File: config.mk
export PLATFORM = sky130hd
export DESIGN_NAME = keypad_scan_fifo
export DESIGN_NICKNAME = d
export VERILOG_FILES = /design/src/rtl/keypad_scan_fifo.sv
export SDC_FILE = /design/constraint.sdc
export NUM_CORES = 1
export LEC_CHECK = 0
export ABC_AREA = 1
export BUFFER_PORTS_ARGS = -buffer_cell sky130_fd_sc_hd__buf_4
export CAP_MARGIN = 20
export CORE_MARGIN = 2
export CORE_UTILIZATION = 40
export CTS_BUF_LIST = sky130_fd_sc_hd__clkbuf_8
export DETAILED_ROUTE_END_ITERATION = 16
export GPL_ROUTABILITY_DRIVEN = 0
export SYNTH_ARGS = -nofsm -noshare
export SYNTH_HDL_FRONTEND = slang
export SYNTH_SLANG_ARGS = --single-unit
File: constraint.sdc
create_clock -name clk -period 3.59 [get_ports clk]
set_clock_uncertainty 0.05 [all_clocks]
set_input_delay 0 -clock clk [delete_from_list [all_inputs] [get_ports clk]]
set_output_delay 0 -clock clk [all_outputs]
set_load 0.005 [all_outputs]
File: src/rtl/keypad_scan_fifo.sv
// Matrix keypad scanner: column scan, press/release debounce,
// ghost-key rejection and a first-word-fall-through key-code queue.
module keypad_scan_fifo #(
  parameter int ROWS = 4,
  parameter int COLS = 4,
  parameter int DEBOUNCE_CYCLES = 10,
  parameter int SETTLE_CYCLES = 3,
  parameter int FIFO_DEPTH = 4,
  localparam int KW = $clog2(ROWS*COLS),
  localparam int CW = $clog2(FIFO_DEPTH)+1
) (
  input  logic            clk,
  input  logic            nRST,
  input  logic [ROWS-1:0] RowIn,
  output logic [COLS-1:0] ColOut,
  output logic [KW-1:0]   key_code,
  output logic            key_valid,
  input  logic            key_ready,
  output logic [CW-1:0]   fifo_count,
  output logic            multi_key_err,
  output logic            overflow,
  input  logic            overflow_clr
);

  localparam int COLW = $clog2(COLS);
  localparam int AW = $clog2(FIFO_DEPTH);
  localparam int SW = $clog2(SETTLE_CYCLES+1);
  localparam int DW = $clog2(DEBOUNCE_CYCLES+1);

  typedef enum logic [1:0] {
    SCAN,
    DEBOUNCE,
    CAPTURE,
    RELEASE
  } state_e;

  state_e state_q, state_d;

  logic [ROWS-1:0] sync1_q, rs_q;
  logic [COLW-1:0] col_q, col_d, col_next;
  logic [SW-1:0]   settle_q, settle_d;
  logic [DW-1:0]   cnt_q, cnt_d;
  logic [ROWS-1:0] pat_q, pat_d;
  logic            err_q, err_d;
  logic            ovf_q, ovf_d;

  logic [FIFO_DEPTH-1:0][KW-1:0] mem_q, mem_d;
  logic [AW-1:0] wptr_q, wptr_d;
  logic [AW-1:0] rptr_q, rptr_d;
  logic [CW-1:0] count_q, count_d;

  logic          rs_idle;
  logic          single;
  logic          push;
  logic          pop;
  logic          full;
  logic          wr;
  logic [KW-1:0] cap_code;
  int            nlow;
  int            row_idx;
  int            code_full;

  // Two-flop row synchroniser; idle (pulled-up) level is all ones.
  always_ff @(posedge clk or negedge nRST) begin
    if (!nRST) begin
      sync1_q <= '1;
      rs_q    <= '1;
    end else begin
      sync1_q <= RowIn;
      rs_q    <= sync1_q;
    end
  end

  assign rs_idle = &rs_q;
  assign col_next = (col_q == COLW'(COLS-1)) ? '0 : col_q + 1'b1;

  // Decode the latched pattern into a single row index and key code.
  always_comb begin
    nlow = 0;
    row_idx = 0;
    for (int r = 0; r < ROWS; r++) begin
      if (!pat_q[r]) begin
        nlow = nlow + 1;
        row_idx = r;
      end
    end
    single = (nlow == 1);
    code_full = row_idx*COLS + int'(col_q);
    cap_code = code_full[KW-1:0];
  end

  // Scan/debounce/capture/release next-state logic.
  always_comb begin
    state_d  = state_q;
    col_d    = col_q;
    settle_d = settle_q;
    cnt_d    = cnt_q;
    pat_d    = pat_q;
    push     = 1'b0;
    err_d    = 1'b0;
    unique case (state_q)
      SCAN: begin
        if (settle_q == SW'(SETTLE_CYCLES)) begin
          if (!rs_idle) begin
            pat_d   = rs_q;
            cnt_d   = '0;
            state_d = DEBOUNCE;
          end else begin
            col_d    = col_next;
            settle_d = '0;
          end
        end else begin
          settle_d = settle_q + 1'b1;
        end
      end
      DEBOUNCE: begin
        if (rs_idle) begin
          state_d  = SCAN;
          settle_d = '0;
        end else if (rs_q == pat_q) begin
          if (cnt_q == DW'(DEBOUNCE_CYCLES-1)) begin
            state_d = CAPTURE;
            cnt_d   = '0;
          end else begin
            cnt_d = cnt_q + 1'b1;
          end
        end else begin
          pat_d = rs_q;
          cnt_d = '0;
        end
      end
      CAPTURE: begin
        push    = single;
        err_d   = !single;
        cnt_d   = '0;
        state_d = RELEASE;
      end
      RELEASE: begin
        if (rs_idle) begin
          if (cnt_q == DW'(DEBOUNCE_CYCLES-1)) begin
            state_d  = SCAN;
            col_d    = col_next;
            settle_d = '0;
            cnt_d    = '0;
          end else begin
            cnt_d = cnt_q + 1'b1;
          end
        end else begin
          cnt_d = '0;
        end
      end
      default: state_d = SCAN;
    endcase
  end

  // Queue bookkeeping: a pop frees the slot a same-cycle push needs.
  always_comb begin
    pop     = key_valid && key_ready;
    full    = (count_q == CW'(FIFO_DEPTH));
    wr      = push && (!full || pop);
    mem_d   = mem_q;
    wptr_d  = wptr_q;
    rptr_d  = rptr_q;
    count_d = count_q;
    ovf_d   = ovf_q;
    if (wr) begin
      mem_d[wptr_q] = cap_code;
      wptr_d = wptr_q + 1'b1;
    end
    if (pop) begin
      rptr_d = rptr_q + 1'b1;
    end
    if (wr && !pop) begin
      count_d = count_q + 1'b1;
    end else if (!wr && pop) begin
      count_d = count_q - 1'b1;
    end
    if (push && !wr) begin
      ovf_d = 1'b1;
    end else if (overflow_clr) begin
      ovf_d = 1'b0;
    end
  end

  // State, scan and queue registers.
  always_ff @(posedge clk or negedge nRST) begin
    if (!nRST) begin
      state_q  <= SCAN;
      col_q    <= '0;
      settle_q <= '0;
      cnt_q    <= '0;
      pat_q    <= '1;
      err_q    <= 1'b0;
      ovf_q    <= 1'b0;
      mem_q    <= '0;
      wptr_q   <= '0;
      rptr_q   <= '0;
      count_q  <= '0;
    end else begin
      state_q  <= state_d;
      col_q    <= col_d;
      settle_q <= settle_d;
      cnt_q    <= cnt_d;
      pat_q    <= pat_d;
      err_q    <= err_d;
      ovf_q    <= ovf_d;
      mem_q    <= mem_d;
      wptr_q   <= wptr_d;
      rptr_q   <= rptr_d;
      count_q  <= count_d;
    end
  end

  // One active-low column at a time.
  always_comb begin
    ColOut = '1;
    ColOut[col_q] = 1'b0;
  end

  assign key_valid     = (count_q != '0);
  assign key_code      = key_valid ? mem_q[rptr_q] : '0;
  assign fifo_count    = count_q;
  assign multi_key_err = err_q;
  assign overflow      = ovf_q;

endmodule

---- Word level (Yosys, flattened, before mapping) ----
Index checks and enable logic that the tools add are counted.
cells by class
  $add $sub $neg .......................... 11
  $lt $le $gt $ge ......................... 5
  eq/ne operators ......................... 18
  multiplexer cells ....................... 50
  bitwise logic cells ..................... 1
  reductions and logical operators ........ 25
operators with widths
  cell                                                   number
  adder 32 x 2 -> 32 bit (second input constant)         3
  2-to-1 mux 32 bit                                      3
  2-to-1 mux 4 bit                                       13
  equality test 32 x 2 -> 1 bit (second input constant)  1
  2-to-1 mux 2 bit                                       16
  bitwise mux 16 bit                                     1
  case mux 4 bit (4 select lines)                        1
  != test 2 bit (second input constant)                  7
  AND reduction 5 bit                                    2
  < comparator 2 x 3 -> 1 bit (second input constant)    3
  adder 2 x 1 -> 2 bit (second input constant)           4
  binary-select mux 4 bit (select 2 bit)                 1
  demux 4 bit (select 2 bit)                             1
  equality test 2 bit (second input constant)            4
  case mux 2 bit (4 select lines)                        1
  case mux 4 bit (2 select lines)                        1
  nonzero test 2 bit                                     4
  logical AND 1 bit                                      7
  2-to-1 mux 1 bit                                       7
  2-to-1 mux 3 bit                                       2
  != test 3 bit (second input constant)                  2
  case mux 2 bit (3 select lines)                        1
  AND reduction 3 bit                                    2
  AND reduction 6 bit                                    1
  17 further kinds                                       22
word-level totals
  register bits after elaboration ......... 47
  input port bits ......................... 8

---- Logic depth before layout (Yosys ltp) ----
Gate-level depths: netlist of the first run.
  word-level depth ........................ 14
  mapped depth ............................ 20
  depth with buffers taken out ............ 19

---- Least setup slack after synthesis of the first run ----
Ideal clock, no wire load.
  path type ............................... register to register
  from .................................... register pat_q[0]
  to ...................................... register count_q[2], in the netlist fifo_count[2]
  data arrival time ....................... 3,040 ps
  data required time ...................... 3,409 ps
  setup slack ............................. 369 ps
  cell stages (with the launch flop) ...... 20
  buffers on the path ..................... 1
  period minus slack after synthesis ...... 3,221 ps
  path through ............................ dfstp_2 -> inv_1 -> ha_1 -> inv_1 -> nand2_1 -> nand2_1 -> inv_1 -> ha_1 -> nor2_1 -> nand2_1 -> o21ai_4 -> nand3_4 -> nor2_8 -> buf_8 -> ha_1 -> inv_1 -> fa_1 -> a21oi_1 -> o21ai_0 -> xor2_1
between the ends
  word-level cells in the longest chain between the ends .. 13
ends and longest elaborated chain
  item                                 RTL line  RTL
  start, declared                      43        logic [ROWS-1:0] pat_q, pat_d;
  start signal, assigned               204       pat_q <= pat_d;
  2-to-1 mux 1 bit (*)                 82        if (!pat_q[r]) begin
  adder 32 x 2 -> 32 bit               83        nlow = nlow + 1;
  2-to-1 mux 32 bit (*)                82
  adder 32 x 2 -> 32 bit               83
  2-to-1 mux 32 bit (*)                82
  adder 32 x 2 -> 32 bit               83
  2-to-1 mux 32 bit (*)                82
  equality test 32 x 2 -> 1 bit (*)    87        single = (nlow == 1);
  2-to-1 mux 1 bit (*)                 101       unique case (state_q)
  logical AND 1 bit (*)                160       wr = push && (!full || pop);
  net wr                               57        logic wr;
  zero test 1 bit                      175       end else if (!wr && pop) begin
  logical AND 1 bit                    175
  nonzero test 2 bit (no source line)  -
  end signal, assigned                 210       count_q <= count_d;
  end, declared                        50        logic [CW-1:0] count_q, count_d;
Mark *: on every way through the listed nets, which the timed path passes. The rest lies on a longest branch.
A chain may end at the register's enable or synchronous reset.

---- Final worst setup path of the first run ----
  from .................................... register pat_q[0]
  to ...................................... register count_q[2], in the netlist fifo_count[2]
between the ends
  word-level cells in the longest chain between the ends .. 13
ends and longest elaborated chain
  item                                 RTL line
  2-to-1 mux 1 bit (*)                 82
  adder 32 x 2 -> 32 bit               83
  2-to-1 mux 32 bit (*)                82
  adder 32 x 2 -> 32 bit               83
  2-to-1 mux 32 bit (*)                82
  adder 32 x 2 -> 32 bit               83
  2-to-1 mux 32 bit (*)                82
  equality test 32 x 2 -> 1 bit (*)    87
  2-to-1 mux 1 bit (*)                 101
  logical AND 1 bit (*)                160
  zero test 1 bit                      175
  logical AND 1 bit                    175
  nonzero test 2 bit (no source line)  -
Every way passes the cells marked *; elsewhere a longest branch is shown, timed or not.

==> results of run 1 <==
[registers in the layout (all words and copies together), names as in the netlist, named ones only]
name	count
cnt_q	4
rs_q	4
pat_q	4
fifo_count	3
multi_key_err	1
sync1_q	4
rptr_q	2
mem_q	16
wptr_q	2
overflow	1
state_q	1
col_q	2
settle_q	2
[area by class of cell]
cell class                 count  area share
clock buffer                   6      0.0271
clock inverter                 2      0.0115
inverter                      56      0.0689
multi-input combinational    194       0.393
sequential                    47       0.390
tap                           77      0.0316
timing repair buffer          29      0.0771
[Yosys cell counts]
cell	number	area, µm²
o21ai_4	1	16.3
mux2_2	1	11.3
buf_8	1	15.0
nor2_8	1	20.0
dfrtp_1	35	876
o21ai_2	1	8.76
nand4_4	1	21.3
inv_2	1	3.75
buf_2	2	10.0
nand2_4	1	11.3
o22ai_1	2	12.5
clkbuf_1	1	3.75
a21oi_1	21	105
o211ai_1	1	7.51
nor2_4	1	11.3
nand3_4	2	35.0
o21ai_0	16	80.1
o21bai_1	16	120
ha_1	15	188
nand3_1	26	130
o21ai_1	3	15.0
nand4_1	4	25.0
inv_1	55	206
dfstp_2	12	315
nor2_1	18	67.6
o21a_1	3	22.5
xnor2_1	2	17.5
xor2_1	8	70.1
nand2_1	49	184
fa_1	1	20.0
[path summary, 6_finish.rpt]
path	startpoint	end	slack, ns	cells after the start
worst max register to register	pat_q[0]	fifo_count[2]	0.38	18
worst min register to register	sync1_q[1]	rs_q[1]	0.31	0
worst max-delay path	pat_q[0]	fifo_count[2]	0.38	18
max in group asynchronous	nRST	cnt_q[1]	2.90	2
min in group clk	RowIn[3]	sync1_q[3]	0.30	2
worst min-delay path	nRST	mem_q[11]	0.19	2
[metrics by stage]
step	cell area [µm²]	worst slack, ns
finish	3050	0.381
detailed placement	2860	0.387
global route	3050	0.0729
CTS	3050	0.376
global placement	2860	0.473
floorplan	2630	0.369
[metal layers]
metal  wire (µm)  part of all wire  vias up
li1            -                 -     1027
met1        2340              0.47      921
met2        2460              0.49       27
met3         156             0.031        5
met4          50             0.010        0
met5           0                 0        -
[power breakdown]
group | leakage (µW) | internal [µW] | total [µW] | switching (µW)
Combinational | 0.000925 | 350 | 842 | 491
Clock | 0.0000612 | 225 | 400 | 174
Sequential | 0.000503 | 641 | 785 | 144
Total | 0.00149 | 1220 | 2030 | 810
[kinds of logic (layout without fill, tap and decap cells)]
group                    after synthesis  in the layout
AO/OA/AOI/OAI                         64             64
XOR/XNOR                              10             10
adder cells (fa/ha/maj)               16             16
buffers and inverters                 60             93
flip-flops                            47             47
multiplexers                           1              1
AND/OR/NAND/NOR                      103            103
[critical path: cells and delay by family (launching register included)]
| family | cells | cell delay [ns] |
|---|---|---|
| AOI/OAI and AO/OA | 3 | 0.34 |
| and+or+nand+nor | 6 | 0.61 |
| DFF | 1 | 0.56 |
| buffers and inverters | 4 | 0.24 |
| xor gates and xnor gates | 1 | 0.15 |
| adders and majority gates | 4 | 1.15 |
[repair_timing]
item                                    CTS  global route
endpoints found under the setup margin    0             0
hold buffers                              7             0
endpoints found under the hold margin    41             0
==> out/summary.txt, run 1 <==
Result of the run: finished, final reports clean
Critical-path cell list: inv_1, ha_1, inv_1, nand2_1, nand2_1, inv_1, ha_1, nor2_1, nand2_1, o21ai_4, nand3_4, nor2_8, ha_1, inv_1, fa_1, a21oi_1, o21ai_0, xor2_1
Row count: 29
Worst Setup Start Kind: register
Post-layout util: 0.480
M1 GR Usage: 0.194
DRT antenna net count: 0
Final HPWL DP: 3570 µm
Layout Nets: 357
N_diodes: 0
Antenna violations before repair: 0
First-pass GRT wire length: 9050 µm
Final Slew Violations: 0
Relative slew slack: 0.595
Die width: 85.1 µm
Sequential area share after synthesis: 0.453
Maxcap violations: 0
Cell area after synthesis: 2630 µm²
Synth Area in XOR/XNOR: 0.0333
Clock slew at reported path FFs: 0.09 ns
Die ar.: 7240 µm²
Clock Tree Root: clkbuf_8
CTS tree: yes
DP Cell Count: 396
Commonest non-fill, non-tap cell in the layout: inv_1
Syn_nets: 325
Share of post-route cells with drive strength above 1: 0.156
GRT Util Overall: 0.153
DRC marker count from the first detailed-route iteration: 65
Yosys reg bits: 47
WL/cell: 12.2 µm
Slew @ Worst Pin: 0.601 ns
Post-Synthesis Cells: 301
Worst-Skew Late Latency: 0.30 ns
Final hold vios: 0
DRT Pass-1 Iters: 4
Required time of the critical path: 3.72 ns
Avg Inst Size Synth: 8.74 µm²
DRT Wirelength: 5000 µm
Tot Pwr: 2030 µW
Final Critical Period: 3.21 ns
# setup viols final: 0
Max VDD drop: 0.402 mV
Largest net degree at the start of global routing: 48
Setup CP Type: register to register
Final Hold Slack: 0.193 ns
I/O Pins: 22
Area growth, synth to finish: 16.0%
Simple-Gate Fraction of Synth Area: 0.192
Post-CTS setup buffers: 0
Largest family of logic cells by synthesized area: simple AND/OR/NAND/NOR gates
CP max stage delay: 0.56 ns
Clk sinks: 47
Post-route clock period utilization: 0.894
Htree depth: 2
Met3 usage: 0.0331
Met2 usage: 0.268
Input/output buffers: 21
Setup TNS Final: 0 ns
Total CTS buffers: 5
Complex-gate fraction of the synthesized area: 0.147
Crit. End Element: register
Initial Util: 0.414
RSZ-0062 raised after global routing: false
Crit path top cell by count: inv_1
Synthesis warning total: 0
# DRC: 0
Finished Layout Cells: 411
Min-Delay Path Class: primary input to async pin
Static leakage: 0.00149 µW
Cell variety after synth: 30
# fillers: 615
Multiplexer share of the synthesized area: 0.00428
Die height: 85.1 µm
Register Area: 1190 µm²
Multi-input combinational cell area: 1200 µm²
Resized cells post-CTS: 0
Peak Freq: 312 MHz
CP arrival: 3.34 ns
Power per cell area: 664 nW/µm²
Commonest non-fill, non-tap cells in the layout: inv_1 (55), nand2_1 (49), dfrtp_1 (35)
Grt peak-use layer: met2
Core area: 6350 µm²
Vias per cell: 4.82
DR vias: 1980
Slowest CP cell: dfstp_2
GRT overflow: 0
CTS Buffer Depth: 2
Vias in the first global route: 2044
CP max FO: 3
Post-Synth Adder-Cell Area: 0.0790
(Power assumes the default switching activity.)
==> inputs of run 2 (changes only) <==
- CORE_UTILIZATION: 40 -> 49
- PLACE_DENSITY: default -> 0.67
- RECOVER_POWER: default -> 100
==> out/summary.txt, run 2 (synthesized netlist as in run 1, its figures left out) <==
Largest register FFs: 16 (unchanged)
Min-Delay Path Class: register to register
I/O Pins: 22 (unchanged)
CTS tree: yes
Worst-Skew Late Latency: 0.29 ns (about the same)
GRT overflow: 0 (unchanged)
Input/output buffers: 21 (unchanged)
Die ar.: 5970 µm² (-18%)
First-pass GRT wire length: 9140 µm (+1.0%)
Share of post-route cells with drive strength above 1: 0.138 (-0.0180)
Tot Pwr: 1930 µW (-4.8%)
Final Hold Slack: 0.308 ns (+0.115 ns)
Final Slew Violations: 48 (+48)
GRT Util Overall: 0.189 (+0.0358)
Setup CP Type: register to register
Htree depth: 2 (unchanged)
Clk sinks: 47 (unchanged)
Total CTS buffers: 5 (unchanged)
Post-CTS setup buffers: 0 (unchanged)
Antenna violations before repair: 0 (unchanged)
WL/cell: 12.3 µm (+1.2%)
Commonest non-fill, non-tap cell in the layout: inv_1
Commonest non-fill, non-tap cells in the layout: inv_1 (56), nand2_1 (49), dfrtp_1 (35)
DRT Pass-1 Iters: 4 (unchanged)
Worst Setup Start Kind: register
Vias in the first global route: 2026 (-0.88%)
DRT antenna net count: 0 (unchanged)
Area growth, synth to finish: 13.8%
Die width: 77.3 µm (-9.2%)
# DRC: 0 (unchanged)
# setup viols final: 0 (unchanged)
R2R setup slack: 0.40 ns (+0.02 ns)
Row count: 26 (-10%)
Die height: 77.3 µm (-9.2%)
CP max FO: 3 (unchanged)
Max VDD drop: 0.328 mV (-18%)
RSZ-0062 raised after global routing: false
Post-DP Area: 2850 µm² (-0.31%)
Peak Freq: 314 MHz (+0.65%)
Core area: 5140 µm² (-19%)
Relative slew slack: -0.624 (-1.22)
Required time of the critical path: 3.72 ns (about the same)
Final HPWL DP: 3650 µm (+2.2%)
Static leakage: 0.00147 µW (-1.6%)
Register with the most flip-flops: mem_q
Final Critical Period: 3.19 ns (-0.0207 ns)
Clock slew at reported path FFs: 0.09 ns (about the same)
DRT Wirelength: 4980 µm (-0.50%)
Worst Hold Launch: sync1_q[0]
R2r startpoint: pat_q[0]
DR vias: 1953 (-1.4%)
Final Instance Area: 2990 µm² (-1.9%)
Power per cell area: 644 nW/µm² (-3.0%)
Post-route clock period utilization: 0.888 (-0.00577)
Layout Nets: 357 (unchanged)
N_diodes: 0 (unchanged)
CP startpoint: pat_q[0]
DRC marker count from the first detailed-route iteration: 101 (+55%)
Setup TNS Final: 0 ns (unchanged)
CTS Buffer Depth: 2 (unchanged)
Clock Tree Root: clkbuf_8
Result of the run: finished with violations
Largest net degree at the start of global routing: 48 (unchanged)
Failing checks: max-capacitance violations, max-slew violations
Initial Util: 0.512 (+0.0975)
Vias per cell: 4.83 (+0.35%)
CP arrival: 3.32 ns (-0.02 ns)
Final hold vios: 0 (unchanged)
Maxcap violations: 1 (+1)
Crit. End Element: register
Slew @ Worst Pin: 2.44 ns (+1.83 ns)
==> run 2: cell count changes in the layout (fill, tap and decap cells not counted) <==
cell and delta:
clkinv_4 +1, nand4_1 +1, buf_4 -20, dfstp_2 -1, clkbuf_4 +18, clkbuf_1 +2, bufinv_16 -1, o21ai_0 +1
clkinv_2 -1, nand4_4 -1, dfstp_1 +1, inv_1 +1, o21ai_2 -1
==> run 2: power breakdown <==
group	total, µW	internal, µW	switching, µW
sequential	784	641	143
clock	327	155	172
combinational	817	341	476
total	1930	1140	791
==> run 2: routing by layer <==
metal  vias to the layer above  track usage  share of wire
li1                       1027            -              -
met1                       904        0.238           0.46
met2                        18        0.334           0.51
met3                         4       0.0412          0.023
met4                         0       0.0375         0.0068
met5                         -            0              0
==> run 2: path summary, 6_finish.rpt <==
kind / endpoint / depth (start not counted)
worst max-delay path: fifo_count[2] / 18
worst min-delay path: rs_q[0] / 0
worst max register to register: fifo_count[2] / 18
worst min register to register: rs_q[0] / 0
max in group asynchronous: settle_q[1] / 2
min in group asynchronous: mem_q[8] / 2
==> run 2: area by class of cell <==
type / count / area, µm²
Clock buffer: 6 / 82.6
Clock inverter: 2 / 12.5
Timing Repair Buffer: 29 / 228
Inverter: 56 / 210
Multi-Input combinational cell: 194 / 1180
Tap cell: 70 / 87.6
Sequential cell: 47 / 1190
Fill cell: 484 / 2150
==> run 2: repair_timing <==
item,4_1_cts,5_1_grt
resized for setup,0,0
hold endpoints to repair,41,0
hold buffers,7,0
==> run 2: through the flow <==
step	setup WS [ns]	std cells	util
CTS	0.359	404	0.587
detailed placement	0.407	389	0.555
global placement	0.484	389	0.555
global route	0.0351	404	0.582
floorplan	0.369	301	-
finish	0.402	404	0.582
==> run 2: worst max-delay path: stages (launching register included) <==
cell,delay (ns)
dfstp_2,0.56
inv_1,0.06
ha_1,0.35
inv_1,0.07
nand2_1,0.09
nand2_1,0.12
inv_1,0.05
ha_1,0.28
nor2_1,0.08
nand2_1,0.09
o21ai_4,0.09
nand3_4,0.12
nor2_8,0.10
ha_1,0.14
inv_1,0.06
fa_1,0.38
a21oi_1,0.15
o21ai_0,0.11
xor2_1,0.15
==> inputs of run 3 (changes only) <==
- CAP_MARGIN: 20 -> 30
- clock period: 3.59 -> 3.7 ns (I/O delays scaled with it)
==> out/summary.txt, run 3 (synthesized netlist as in run 1, its figures left out) <==
Final Critical Period: 3.24 ns (+0.0494 ns)
Critical-path cell list: inv_1, ha_1, inv_1, nand2_1, nand2_1, inv_1, ha_1, nor2_1, nand2_1, o21ai_4, nand3_4, nor2_1, ha_1, inv_1, fa_1, a21oi_1, o21ai_0, xor2_1
Slew @ Worst Pin: 2.46 ns (+0.0208 ns)
R2r startpoint: pat_q[0]
DRT Wirelength: 4930 µm (-0.96%)
Die ar.: 5970 µm² (unchanged)
Final Slew Violations: 48 (unchanged)
Required time of the critical path: 3.83 ns (+0.11 ns)
CP max FO: 3 (unchanged)
Pint: 1170 µW (+2.7%)
Slowest CP cell: dfstp_1
Final hold vios: 0 (unchanged)
Peak Freq: 309 MHz (-1.5%)
Final Instance Area: 3000 µm² (+0.21%)
Psw: 758 µW (-4.3%)
CP arrival: 3.36 ns (+0.04 ns)
CP startpoint: pat_q[0]
CP delay by family, top: adder cells
Total CTS buffers: 5 (unchanged)
# DRC: 0 (unchanged)
WL/cell: 12.2 µm (-0.96%)
# setup viols final: 0 (unchanged)
Relative slew slack: -0.637 (-0.0138)
WP buf/inv: 4 (unchanged)
GRT overflow: 0 (unchanged)
First-pass GRT wire length: 8830 µm (-3.4%)
Core area: 5140 µm² (unchanged)
Worst Setup Start Kind: register
Die height: 77.3 µm (unchanged)
Worst Hold Launch: RowIn[0]
Post-DP Area: 2850 µm² (unchanged)
Largest register FFs: 16 (unchanged)
GRT Util Overall: 0.181 (-0.00818)
Static leakage: 0.00147 µW (+0.29%)
Register with the most flip-flops: mem_q
Row count: 26 (unchanged)
Htree depth: 2 (unchanged)
N_diodes: 0 (unchanged)
Post-route clock period utilization: 0.875 (-0.0130)
DR vias: 2003 (+2.6%)
Antenna violations before repair: 0 (unchanged)
Post-CTS setup buffers: 0 (unchanged)
Clock network fraction of total power: 0.199 (+0.029)
Die width: 77.3 µm (unchanged)
Crit. End Element: register
Resized cells post-CTS: 0 (unchanged)
CTS tree: yes
Layout Nets: 357 (unchanged)
# fillers: 510 (+5.4%)
Failing checks: max-capacitance violations, max-slew violations
Commonest non-fill, non-tap cells in the layout: inv_1 (55), nand2_1 (49), dfrtp_1 (35)
Comb pwr share: 0.410 (-0.014)
DRT Pass-1 Iters: 4 (unchanged)
Vias in the first global route: 2040 (+0.69%)
Largest net degree at the start of global routing: 48 (unchanged)
Area growth, synth to finish: 14.0%
Initial Util: 0.512 (unchanged)
Clock Tree Root: clkbuf_8
Min-Delay Path Class: primary input to register
Power per cell area: 642 nW/µm² (-0.39%)
I/O Pins: 22 (unchanged)
Input/output buffers: 21 (unchanged)
DRC marker count from the first detailed-route iteration: 102 (+0.99%)
CP max stage delay: 0.56 ns (about the same)
Flop pwr share: 0.390 (-0.017)
Crit path top cell by count: inv_1
Clk sinks: 47 (unchanged)
CTS Buffer Depth: 2 (unchanged)
Setup CP Type: register to register
Switch share: 0.394 (-0.0167)
Worst-Skew Late Latency: 0.29 ns (about the same)
Result of the run: finished with violations
Commonest non-fill, non-tap cell in the layout: inv_1
Post-CTS Hold Buffers: 7 (unchanged)
Max VDD drop: 0.329 mV (+0.55%)
Share of post-route cells with drive strength above 1: 0.132 (-0.00599)
Setup TNS Final: 0 ns (unchanged)
Maxcap violations: 1 (unchanged)
Vias per cell: 4.96 (+2.6%)
DRT antenna net count: 0 (unchanged)
Final HPWL DP: 3630 µm (-0.57%)
Clock slew at reported path FFs: 0.08 ns (about the same)
RSZ-0062 raised after global routing: false
==> run 3: cell types whose count changed in the layout (fill, tap and decap cells not counted) <==
cell	before	now
nor2_8	1	0
bufinv_16	0	1
dfstp_1	1	3
clkinv_2	0	1
dfstp_2	11	9
inv_1	56	55
clkinv_4	1	0
nor2_1	18	19
==> run 3: worst reg2reg max path, delay by kind of cell, from the launching register on <==
family | cells | cell delay [ns]
DFF | 1 | 0.56
xor gates and xnor gates | 1 | 0.15
buffers and inverters | 4 | 0.25
AOI/OAI and AO/OA | 3 | 0.34
adders and majority gates | 4 | 1.18
and+or+nand+nor | 6 | 0.59
==> run 3: path summary, 6_finish.rpt <==
path	cells after the start	slack (ns)	endpoint
setup reg to reg	18	0.46	fifo_count[2]
max in group asynchronous	2	1.26	col_q[0]
min in group asynchronous	2	0.95	mem_q[11]
hold reg to reg	0	0.31	rs_q[3]
hold / removal	2	0.31	sync1_q[0]
setup / recovery	18	0.46	fifo_count[2]
==> run 3: area by class of cell <==
type / instances / area (µm²) / share of cell area
well taps: 70 / 87.6 / 0.0292
repair buffers: 29 / 228 / 0.0759
multi-input cells: 194 / 1160 / 0.388
inverters: 56 / 210 / 0.0701
flip-flops and latches: 47 / 1190 / 0.397
clock buffers: 6 / 82.6 / 0.0275
clock inverters: 2 / 35.0 / 0.0117
==> run 3: power by group through the flow <==
stage | clock [µW] | sequential, µW | combinational (µW)
final | 383 | 751 | 790
after global routing | 415 | 769 | 911
after CTS | 400 | 758 | 831
after detailed placement | 0 | 768 | 820
after global placement | 0 | 765 | 801
after floorplan | 0 | 713 | 604
==> run 3: stage by stage <==
stage / hold slack, ns / setup slack [ns] / instances / total power [µW] / utilization
after floorplan: -0.346 / 0.479 / 301 / 1320 / -
after global placement: -0.00103 / 0.570 / 389 / 1570 / 0.555
after detailed placement: -0.0000967 / 0.519 / 389 / 1590 / 0.555
after CTS: 0.218 / 0.497 / 404 / 1990 / 0.592
after global routing: 0.305 / 0.194 / 404 / 2100 / 0.583
final: 0.308 / 0.463 / 404 / 1920 / 0.583
==> run 3: per-layer routing <==
metal	wire length, µm	vias to the layer above	GRT usage
li1	-	1029	-
met1	2230	928	0.214
met2	2480	38	0.337
met3	158	8	0.0318
met4	59	0	0.0446
met5	0	-	0
